$ cat config.mk
export PLATFORM = sky130hd
export DESIGN_NAME = counter_seq_ctrl
export DESIGN_NICKNAME = d
export VERILOG_FILES = /design/src/rtl/counter_seq_ctrl.sv
export SDC_FILE = /design/constraint.sdc
export NUM_CORES = 1
export LEC_CHECK = 0
export CORE_MARGIN = 8
export CORE_UTILIZATION = 40
export CTS_CLUSTER_DIAMETER = 150
export DETAILED_ROUTE_END_ITERATION = 6
export RECOVER_POWER = 100
export SYNTH_ARGS = -nofsm -noshare
export SYNTH_HDL_FRONTEND = slang
export SYNTH_SLANG_ARGS = --single-unit
$ cat constraint.sdc
create_clock -name clk -period 2.81 [get_ports clk]
set_clock_uncertainty 0.15 [all_clocks]
set_input_delay 0.562 -clock clk [delete_from_list [all_inputs] [get_ports clk]]
set_output_delay 0.562 -clock clk [all_outputs]
set_load 0.02 [all_outputs]
$ cat src/rtl/counter_seq_ctrl.sv
// rtl/counter_seq_ctrl.sv - command-driven controller sequencing a WIDTH-bit modulo counter
// Accepts single-cycle host commands; provides free-run up/down, one-shot, load, clear and modulus.
module counter_seq_ctrl #(
    parameter int WIDTH = 3
) (
    input  logic             clk,
    input  logic             rst,
    input  logic             cmd_valid,
    output logic             cmd_ready,
    input  logic [2:0]       cmd_op,
    input  logic [WIDTH-1:0] cmd_data,
    output logic [WIDTH-1:0] count,
    output logic             tc,
    output logic             busy,
    output logic             done
);

    typedef enum logic [1:0] {
        ST_IDLE    = 2'd0,
        ST_RUN     = 2'd1,
        ST_ONESHOT = 2'd2,
        ST_DONE    = 2'd3
    } state_t;

    localparam logic [2:0] OP_NOP        = 3'd0;
    localparam logic [2:0] OP_SET_MOD    = 3'd1;
    localparam logic [2:0] OP_LOAD       = 3'd2;
    localparam logic [2:0] OP_START_UP   = 3'd3;
    localparam logic [2:0] OP_START_DOWN = 3'd4;
    localparam logic [2:0] OP_STOP       = 3'd5;
    localparam logic [2:0] OP_ONESHOT    = 3'd6;
    localparam logic [2:0] OP_CLEAR      = 3'd7;

    state_t           state_q, state_d;
    logic [WIDTH-1:0] count_q, count_d;
    logic [WIDTH-1:0] max_q,   max_d;
    logic             dir_up_q, dir_up_d;
    logic             tc_q,    tc_d;
    logic             done_q,  done_d;

    logic             cmd_fire;
    logic             run_step;
    logic             at_max;
    logic             at_zero;

    assign cmd_ready = (state_q != ST_ONESHOT);
    assign cmd_fire  = cmd_valid && cmd_ready;
    assign at_max    = (count_q == max_q);
    assign at_zero   = (count_q == '0);

    // Any accepted non-NOP command suppresses the free-run step on that edge.
    assign run_step  = (state_q == ST_RUN) && (!cmd_fire || (cmd_op == OP_NOP));

    always_comb begin
        state_d  = state_q;
        count_d  = count_q;
        max_d    = max_q;
        dir_up_d = dir_up_q;
        tc_d     = 1'b0;
        done_d   = done_q;

        if (cmd_fire) begin
            done_d = 1'b0;
            case (cmd_op)
                OP_SET_MOD: begin
                    max_d = cmd_data;
                    if (count_q > cmd_data) begin
                        count_d = cmd_data;
                    end
                end
                OP_LOAD: begin
                    count_d = (cmd_data > max_q) ? max_q : cmd_data;
                end
                OP_START_UP: begin
                    dir_up_d = 1'b1;
                    state_d  = ST_RUN;
                end
                OP_START_DOWN: begin
                    dir_up_d = 1'b0;
                    state_d  = ST_RUN;
                end
                OP_STOP: begin
                    state_d = ST_IDLE;
                end
                OP_ONESHOT: begin
                    state_d = ST_ONESHOT;
                end
                OP_CLEAR: begin
                    count_d = '0;
                    state_d = ST_IDLE;
                end
                default: begin
                end
            endcase
        end

        if (run_step) begin
            if (dir_up_q) begin
                if (at_max) begin
                    count_d = '0;
                    tc_d    = 1'b1;
                end else begin
                    count_d = count_q + 1'b1;
                end
            end else begin
                if (at_zero) begin
                    count_d = max_q;
                    tc_d    = 1'b1;
                end else begin
                    count_d = count_q - 1'b1;
                end
            end
        end

        // One-shot never wraps, so it never raises tc; commands are blocked while it runs.
        if (state_q == ST_ONESHOT) begin
            if (at_max) begin
                state_d = ST_DONE;
                done_d  = 1'b1;
            end else begin
                count_d = count_q + 1'b1;
            end
        end
    end

    always_ff @(posedge clk) begin
        if (rst) begin
            state_q  <= ST_IDLE;
            count_q  <= '0;
            max_q    <= '1;
            dir_up_q <= 1'b1;
            tc_q     <= 1'b0;
            done_q   <= 1'b0;
        end else begin
            state_q  <= state_d;
            count_q  <= count_d;
            max_q    <= max_d;
            dir_up_q <= dir_up_d;
            tc_q     <= tc_d;
            done_q   <= done_d;
        end
    end

    assign count = count_q;
    assign tc    = tc_q;
    assign done  = done_q;
    assign busy  = (state_q == ST_RUN) || (state_q == ST_ONESHOT);

endmodule

* Word level (Yosys, flattened, before mapping)
Index checks and enable logic that the tools add are counted.
Operators by class: reductions and logical operators 13, mux-type cells 21, order comparisons 2, bitwise gates (word level) 1, add/subtract/negate cells 2, eq/ne operators 11
Operators by type and width (count):
- $mux 3 | 9
- $eq 3x3->1 const B | 4
- $pmux 3 s3 | 1
- $eq 3x2->1 const B | 2
- $gt 3x3->1 | 2
- $logic_not 3->1 | 2
- $mux 1 | 6
- $mux 2 | 3
- $pmux 2 s3 | 1
- $reduce_or 2->1 | 3
- $reduce_and 2->1 | 2
- $add 3x1->3 const B | 1
- $eq 3x1->1 const B | 1
- $eq 3x3->1 | 1
- $sub 3x1->3 const B | 1
- $eq 2x1->1 const B | 1
- $eq 2x2->1 const B | 1
- $logic_and 1x1->1 | 2
- $logic_or 1x1->1 | 2
- $ne 2x2->1 const B | 1
- $pmux 1 s2 | 1
- $reduce_bool 2->1 | 1
- $logic_not 1->1 | 1
- $not 1->1 | 1
Storage, ports and cells: flip-flop bits (word level) 11, input bits 9, output and inout port bits 7, logic and storage cells 56

* Longest topological paths before layout
Gate-level depths: netlist of run 1.
depth after elaboration 8, gate-level depth with buffers 8, mapped depth without buffers 7

* Least setup slack after synthesis of run 1
Ideal clock, no wire load.
kind input-to-reg, start input port cmd_data[0], end register count_q[2], in the netlist count[2], stages on the path 7, setup time 0.122 ns, path slack 0.741 ns, required time 2.538 ns, arrival 1.798 ns, buffers on the path 0, cells stage by stage inv_1 -> ha_1 -> nand3_1 -> o21ai_1 -> or2_2 -> o2111a_1 -> o311a_1
On the way: cells in the longest elaborated chain, start to end 7, elaborated cells between the ends (all ways) 9, those cells by class order compare (2); mux (7)
Ends and longest elaborated chain:
- start: declaration | RTL line 11 | input logic [WIDTH-1:0] cmd_data,
- $gt 3x3->1, on equally long branches | RTL line 72, 67
- $mux 3, on equally long branches | RTL line 72, 67
- $pmux 3 s3 * | RTL line 64 | case (cmd_op)
- $mux 3 * | RTL line 62 | if (cmd_fire) begin
- $mux 3 * | RTL line 97 | if (run_step) begin
- $mux 3 | RTL line 117 | if (at_max) begin
- $mux 3 * | RTL line 116 | if (state_q == ST_ONESHOT) begin
- end signal: assignment | RTL line 136 | count_q <= count_d;
- end: declaration | RTL line 35 | logic [WIDTH-1:0] count_q, count_d;
Every way passes the cells marked *; elsewhere a longest branch is shown, timed or not. A chain may end at the register's enable or synchronous reset.

* Worst setup path in the final report of run 1
start register state_q[0], end output port cmd_ready
On the way: cells in the longest elaborated chain, start to end 1
Ends and longest elaborated chain:
- start: declaration | RTL line 34 | state_t state_q, state_d;
- start signal: assignment | RTL line 135 | state_q <= state_d;
- $ne 2x2->1 | RTL line 46 | assign cmd_ready = (state_q != ST_ONESHOT);
- end: declaration | RTL line 9 | output logic cmd_ready,
Every way passes these cells.

==> impl_metrics.prom, run 1 <==
# TYPE chip_impl_metric gauge
chip_impl_info{name="outcome",value="finished clean"} 1
chip_impl_metric{name="fp.coreArea",unit="um2"} 2760
chip_impl_metric{name="dieArea",unit="um2"} 4860
chip_impl_metric{name="cts_setup_buffers",unit=""} 0
chip_impl_metric{name="synth.lib_cells_used.distinct",unit=""} 47
chip_impl_metric{name="mappedNetlistArea",unit="um2"} 1150
chip_impl_metric{name="crit_fanout",unit=""} 8
chip_impl_metric{name="syn_area_per_cell",unit="um2"} 7.96
chip_impl_metric{name="hpwlAfterDp",unit="mm"} 2.27
chip_impl_metric{name="number_of_flops_mapped_to_enable_cells_by_yosys",unit=""} 0
chip_impl_info{name="rr_endpoint",value="count[1]"} 1
chip_impl_metric{name="antenna_found_initial",unit=""} 0
chip_impl_metric{name="buffer_ports.inserted",unit=""} 15
chip_impl_metric{name="synthesis_warning_total",unit=""} 0
chip_impl_metric{name="power.leakage",unit="nW"} 0.539
chip_impl_metric{name="yosys_register_bits",unit=""} 11
chip_impl_metric{name="cts-resized-gates",unit=""} 0
chip_impl_info{name="worst_hold_path_type",value="register to register"} 1
chip_impl_metric{name="cts_made_buffers",unit=""} 3
chip_impl_info{name="hold_end",value="done"} 1
chip_impl_metric{name="die_width",unit="um"} 69.7
chip_impl_metric{name="ir_drop",unit="mV"} 0.234
chip_impl_metric{name="cts.clk_slew.worst_paths",unit="ns"} 0.08
chip_impl_info{name="setup_repair_after_global_routing_missed_its_margin",value="false"} 1
chip_impl_metric{name="synth_xor_xnor_area_share",unit=""} 0.0445
chip_impl_metric{name="synth.yosys.seq_area_share",unit=""} 0.191
chip_impl_info{name="startpoint",value="state_q[0]"} 1
chip_impl_info{name="ys.flop_type",value="sky130_fd_sc_hd__dfxtp_1"} 1
chip_impl_metric{name="num-fill-cells",unit=""} 282
chip_impl_metric{name="postCtsHoldBufs",unit=""} 0
chip_impl_metric{name="synth_adder_area_share",unit=""} 0.119
chip_impl_metric{name="worst_slew_pin_slew",unit="ns"} 0.822
chip_impl_metric{name="setup_viol_count_final",unit=""} 0
chip_impl_metric{name="period_share",unit=""} 0.902
chip_impl_metric{name="fmaxAchievable",unit="MHz"} 395
chip_impl_info{name="buffer_type_at_the_clock_tree_root",value="sky130_fd_sc_hd__clkbuf_4"} 1
chip_impl_metric{name="layout-drive-gt1-share",unit=""} 0.0741
chip_impl_metric{name="asyncSetResetFlopFracSynth",unit=""} 0
chip_impl_metric{name="finalCriticalPeriod",unit="ns"} 2.53
chip_impl_metric{name="residual_antenna_violating_net_count_after_detailed_routing",unit=""} 0
chip_impl_info{name="cts_tree",value="yes"} 1
chip_impl_metric{name="cp.required",unit="ns"} 2.10
chip_impl_info{name="layout_common_cells",value="sky130_fd_sc_hd__inv_1 (13), sky130_fd_sc_hd__nand2_1 (11), sky130_fd_sc_hd__ha_1 (11), sky130_fd_sc_hd__dfxtp_1 (11)"} 1
chip_impl_metric{name="gr-total-overflow",unit=""} 0
chip_impl_metric{name="die_y",unit="um"} 69.7
chip_impl_info{name="layout_commonest_cell",value="sky130_fd_sc_hd__inv_1"} 1
chip_impl_metric{name="worstHoldPathCells",unit=""} 2
chip_impl_metric{name="post-route-drc-count",unit=""} 0
chip_impl_info{name="timing.critical_path.from_type",value="register"} 1
chip_impl_metric{name="timing.setup.tns",unit="ns"} 0
chip_impl_metric{name="antenna-diode-count",unit=""} 0
chip_impl_metric{name="routedWlPerCell",unit="um"} 14.7
chip_impl_metric{name="hold_ws",unit="ns"} 0.347
chip_impl_metric{name="drt_pass1_iterations",unit=""} 4
chip_impl_metric{name="place_congestion",unit=""} 0.902
chip_impl_metric{name="grt_pass1_wl",unit="mm"} 4.96
chip_impl_metric{name="grt_max_degree",unit=""} 10
chip_impl_info{name="hold_path_startpoint",value="done"} 1
chip_impl_metric{name="number_of_hold_slack_violations_in_the_final_timing_report",unit=""} 0
chip_impl_metric{name="starting_density",unit=""} 0.418
chip_impl_metric{name="std_cell_rows",unit=""} 19
chip_impl_metric{name="pin_count",unit=""} 16
chip_impl_info{name="setup.worst_path.class",value="register to primary output"} 1
chip_impl_metric{name="grt_pass1_vias",unit=""} 1083
chip_impl_metric{name="detail_route.wirelength",unit="mm"} 2.84
chip_impl_metric{name="clock_sinks",unit=""} 11
chip_impl_metric{name="h-tree-depth",unit=""} 1
chip_impl_metric{name="synth.area.mux_share",unit=""} 0.0358
chip_impl_metric{name="synth_simple_gate_area_share",unit=""} 0.225
chip_impl_metric{name="post_synthesis_cell_count",unit=""} 145
chip_impl_info{name="combinational_family_with_the_most_area_after_synthesis",value="compound AO/OA/AOI/OAI gates"} 1
chip_impl_metric{name="timing.final.max_slew_violations",unit=""} 0
chip_impl_metric{name="drtIter0Drc",unit=""} 59
chip_impl_metric{name="crit_arrival",unit="ns"} 1.82
chip_impl_metric{name="route.vias.total",unit=""} 1099
chip_impl_metric{name="syn_to_final_growth",unit="%"} 16.6
chip_impl_metric{name="worst_r2r_path_depth",unit=""} 5
chip_impl_info{name="critical_path.reg2reg.startpoint",value="count[1]"} 1
chip_impl_metric{name="grt_use_total",unit=""} 0.120
chip_impl_metric{name="cap_violations",unit=""} 0
chip_impl_metric{name="reg2reg_slack",unit="ns"} 0.50
chip_impl_metric{name="synth-compound-area-share",unit=""} 0.306
chip_impl_metric{name="cellPowerDensity",unit="nW/um2"} 375
chip_impl_info{name="end_kind",value="primary output"} 1
chip_impl_metric{name="vias_per_cell",unit=""} 5.69
chip_impl_metric{name="design.final.nets",unit=""} 183
chip_impl_metric{name="syn-num-nets",unit=""} 165
chip_impl_metric{name="clkLatencyLatePin",unit="ns"} 0.28
chip_impl_metric{name="cts_max_path_buffers",unit=""} 2
chip_impl_metric{name="timing.slew.headroom",unit=""} 0.448
synth_stat cells, types with 2 or more instances:
cell type	n	area share
sky130_fd_sc_hd__o2111ai_1	2	0.015
sky130_fd_sc_hd__nor2_1	8	0.026
sky130_fd_sc_hd__ha_1	11	0.12
sky130_fd_sc_hd__o32ai_1	2	0.015
sky130_fd_sc_hd__mux2i_1	3	0.026
sky130_fd_sc_hd__a311oi_1	2	0.015
sky130_fd_sc_hd__xor2_1	3	0.023
sky130_fd_sc_hd__o31ai_1	2	0.013
sky130_fd_sc_hd__a21boi_0	2	0.013
sky130_fd_sc_hd__a211oi_1	2	0.013
sky130_fd_sc_hd__o21ai_0	9	0.039
sky130_fd_sc_hd__o41ai_1	2	0.015
sky130_fd_sc_hd__nand2b_1	4	0.022
sky130_fd_sc_hd__o211ai_1	2	0.013
sky130_fd_sc_hd__o22a_1	2	0.015
sky130_fd_sc_hd__buf_4	3	0.020
sky130_fd_sc_hd__a21oi_1	8	0.035
sky130_fd_sc_hd__inv_1	13	0.042
sky130_fd_sc_hd__a31oi_1	3	0.016
sky130_fd_sc_hd__o22ai_1	2	0.011
sky130_fd_sc_hd__and2_1	4	0.022
sky130_fd_sc_hd__nor2b_1	4	0.022
sky130_fd_sc_hd__nand3_1	5	0.022
sky130_fd_sc_hd__dfxtp_1	11	0.19
sky130_fd_sc_hd__a221o_1	2	0.017
sky130_fd_sc_hd__nand2_1	11	0.036
sky130_fd_sc_hd__nor3_1	3	0.013
power breakdown:
part	leakage, nW	switching (mW)	total, mW	internal (mW)
logic	0.435	0.113	0.207	0.0939
clock network	0.0150	0.0571	0.112	0.0551
registers	0.0898	0.0196	0.185	0.165
total	0.539	0.190	0.504	0.314
critical path, cell delays in order, from the launching register on:
cell	delay, ns
sky130_fd_sc_hd__dfxtp_1	0.39
sky130_fd_sc_hd__inv_1	0.06
sky130_fd_sc_hd__ha_1	0.29
sky130_fd_sc_hd__inv_1	0.12
sky130_fd_sc_hd__dlygate4sd3_1	0.68
per-stage QoR:
| step | total power, mW | cell area (um2) | utilization | setup slack [ns] | std cells |
|---|---|---|---|---|---|
| floorplan | 0.339 | 1150 | - | 0.741 | 145 |
| global placement | 0.397 | 1330 | 0.482 | 0.131 | 189 |
| detailed placement | 0.401 | 1330 | 0.482 | 0.125 | 189 |
| CTS | 0.517 | 1360 | 0.492 | 0.338 | 193 |
| global route | 0.545 | 1350 | 0.488 | 0.214 | 193 |
| finish | 0.504 | 1350 | 0.488 | 0.276 | 193 |
layout make-up:
class,instances,area [um2],share of cell area
multi-input cells,115,831,0.618
flip-flops and latches,11,220,0.164
repair buffers,19,180,0.134
inverters,13,48.8,0.0363
well taps,31,38.8,0.0288
clock buffers,4,26.3,0.0195
kinds of logic (layout without fill, tap and decap cells):
logic type,count (synthesis),after routing
compound gates,49,49
simple gates,46,46
buf+inv,19,36
fa+ha+maj,11,11
flops,11,11
xor+xnor,5,5
mux,4,4
state kept, by name (all words and copies together), names as in the netlist:
name and flops:
count 3, done 1, state_q 2, max_q 3
tc 1, dir_up_q 1
how the worst max path moves through the flow:
stage                 to  cells after the start
2_1_floorplan   count[2]                      7
3_3_place_gp    count[2]                      8
3_5_place_dp    count[2]                      8
4_1_cts        cmd_ready                      4
5_1_grt        cmd_ready                      4
6_report       cmd_ready                      4
per-layer routing:
metal  share of wire  wire, um  up-vias  global-route usage
met1            0.49      1380      504               0.148
met3           0.037       104        4              0.0272
met2            0.46      1300       20               0.188
li1                -         -      571                   -
met4           0.020        57        0              0.0670
met5               0         0        -                   0
Note: power is estimated with default switching activity, not from simulation.
==> inputs of run 2 (changes only) <==
--- a/config.mk
+++ b/config.mk
@@ -9,6 +9,7 @@
 export CORE_UTILIZATION = 40
 export CTS_CLUSTER_DIAMETER = 150
 export DETAILED_ROUTE_END_ITERATION = 6
+export GPL_ROUTABILITY_DRIVEN = 1
 export RECOVER_POWER = 100
 export SYNTH_ARGS = -nofsm -noshare
 export SYNTH_HDL_FRONTEND = slang
==> results of run 2 <==
Final layout, timing and power as in run 1 (identical DEF).
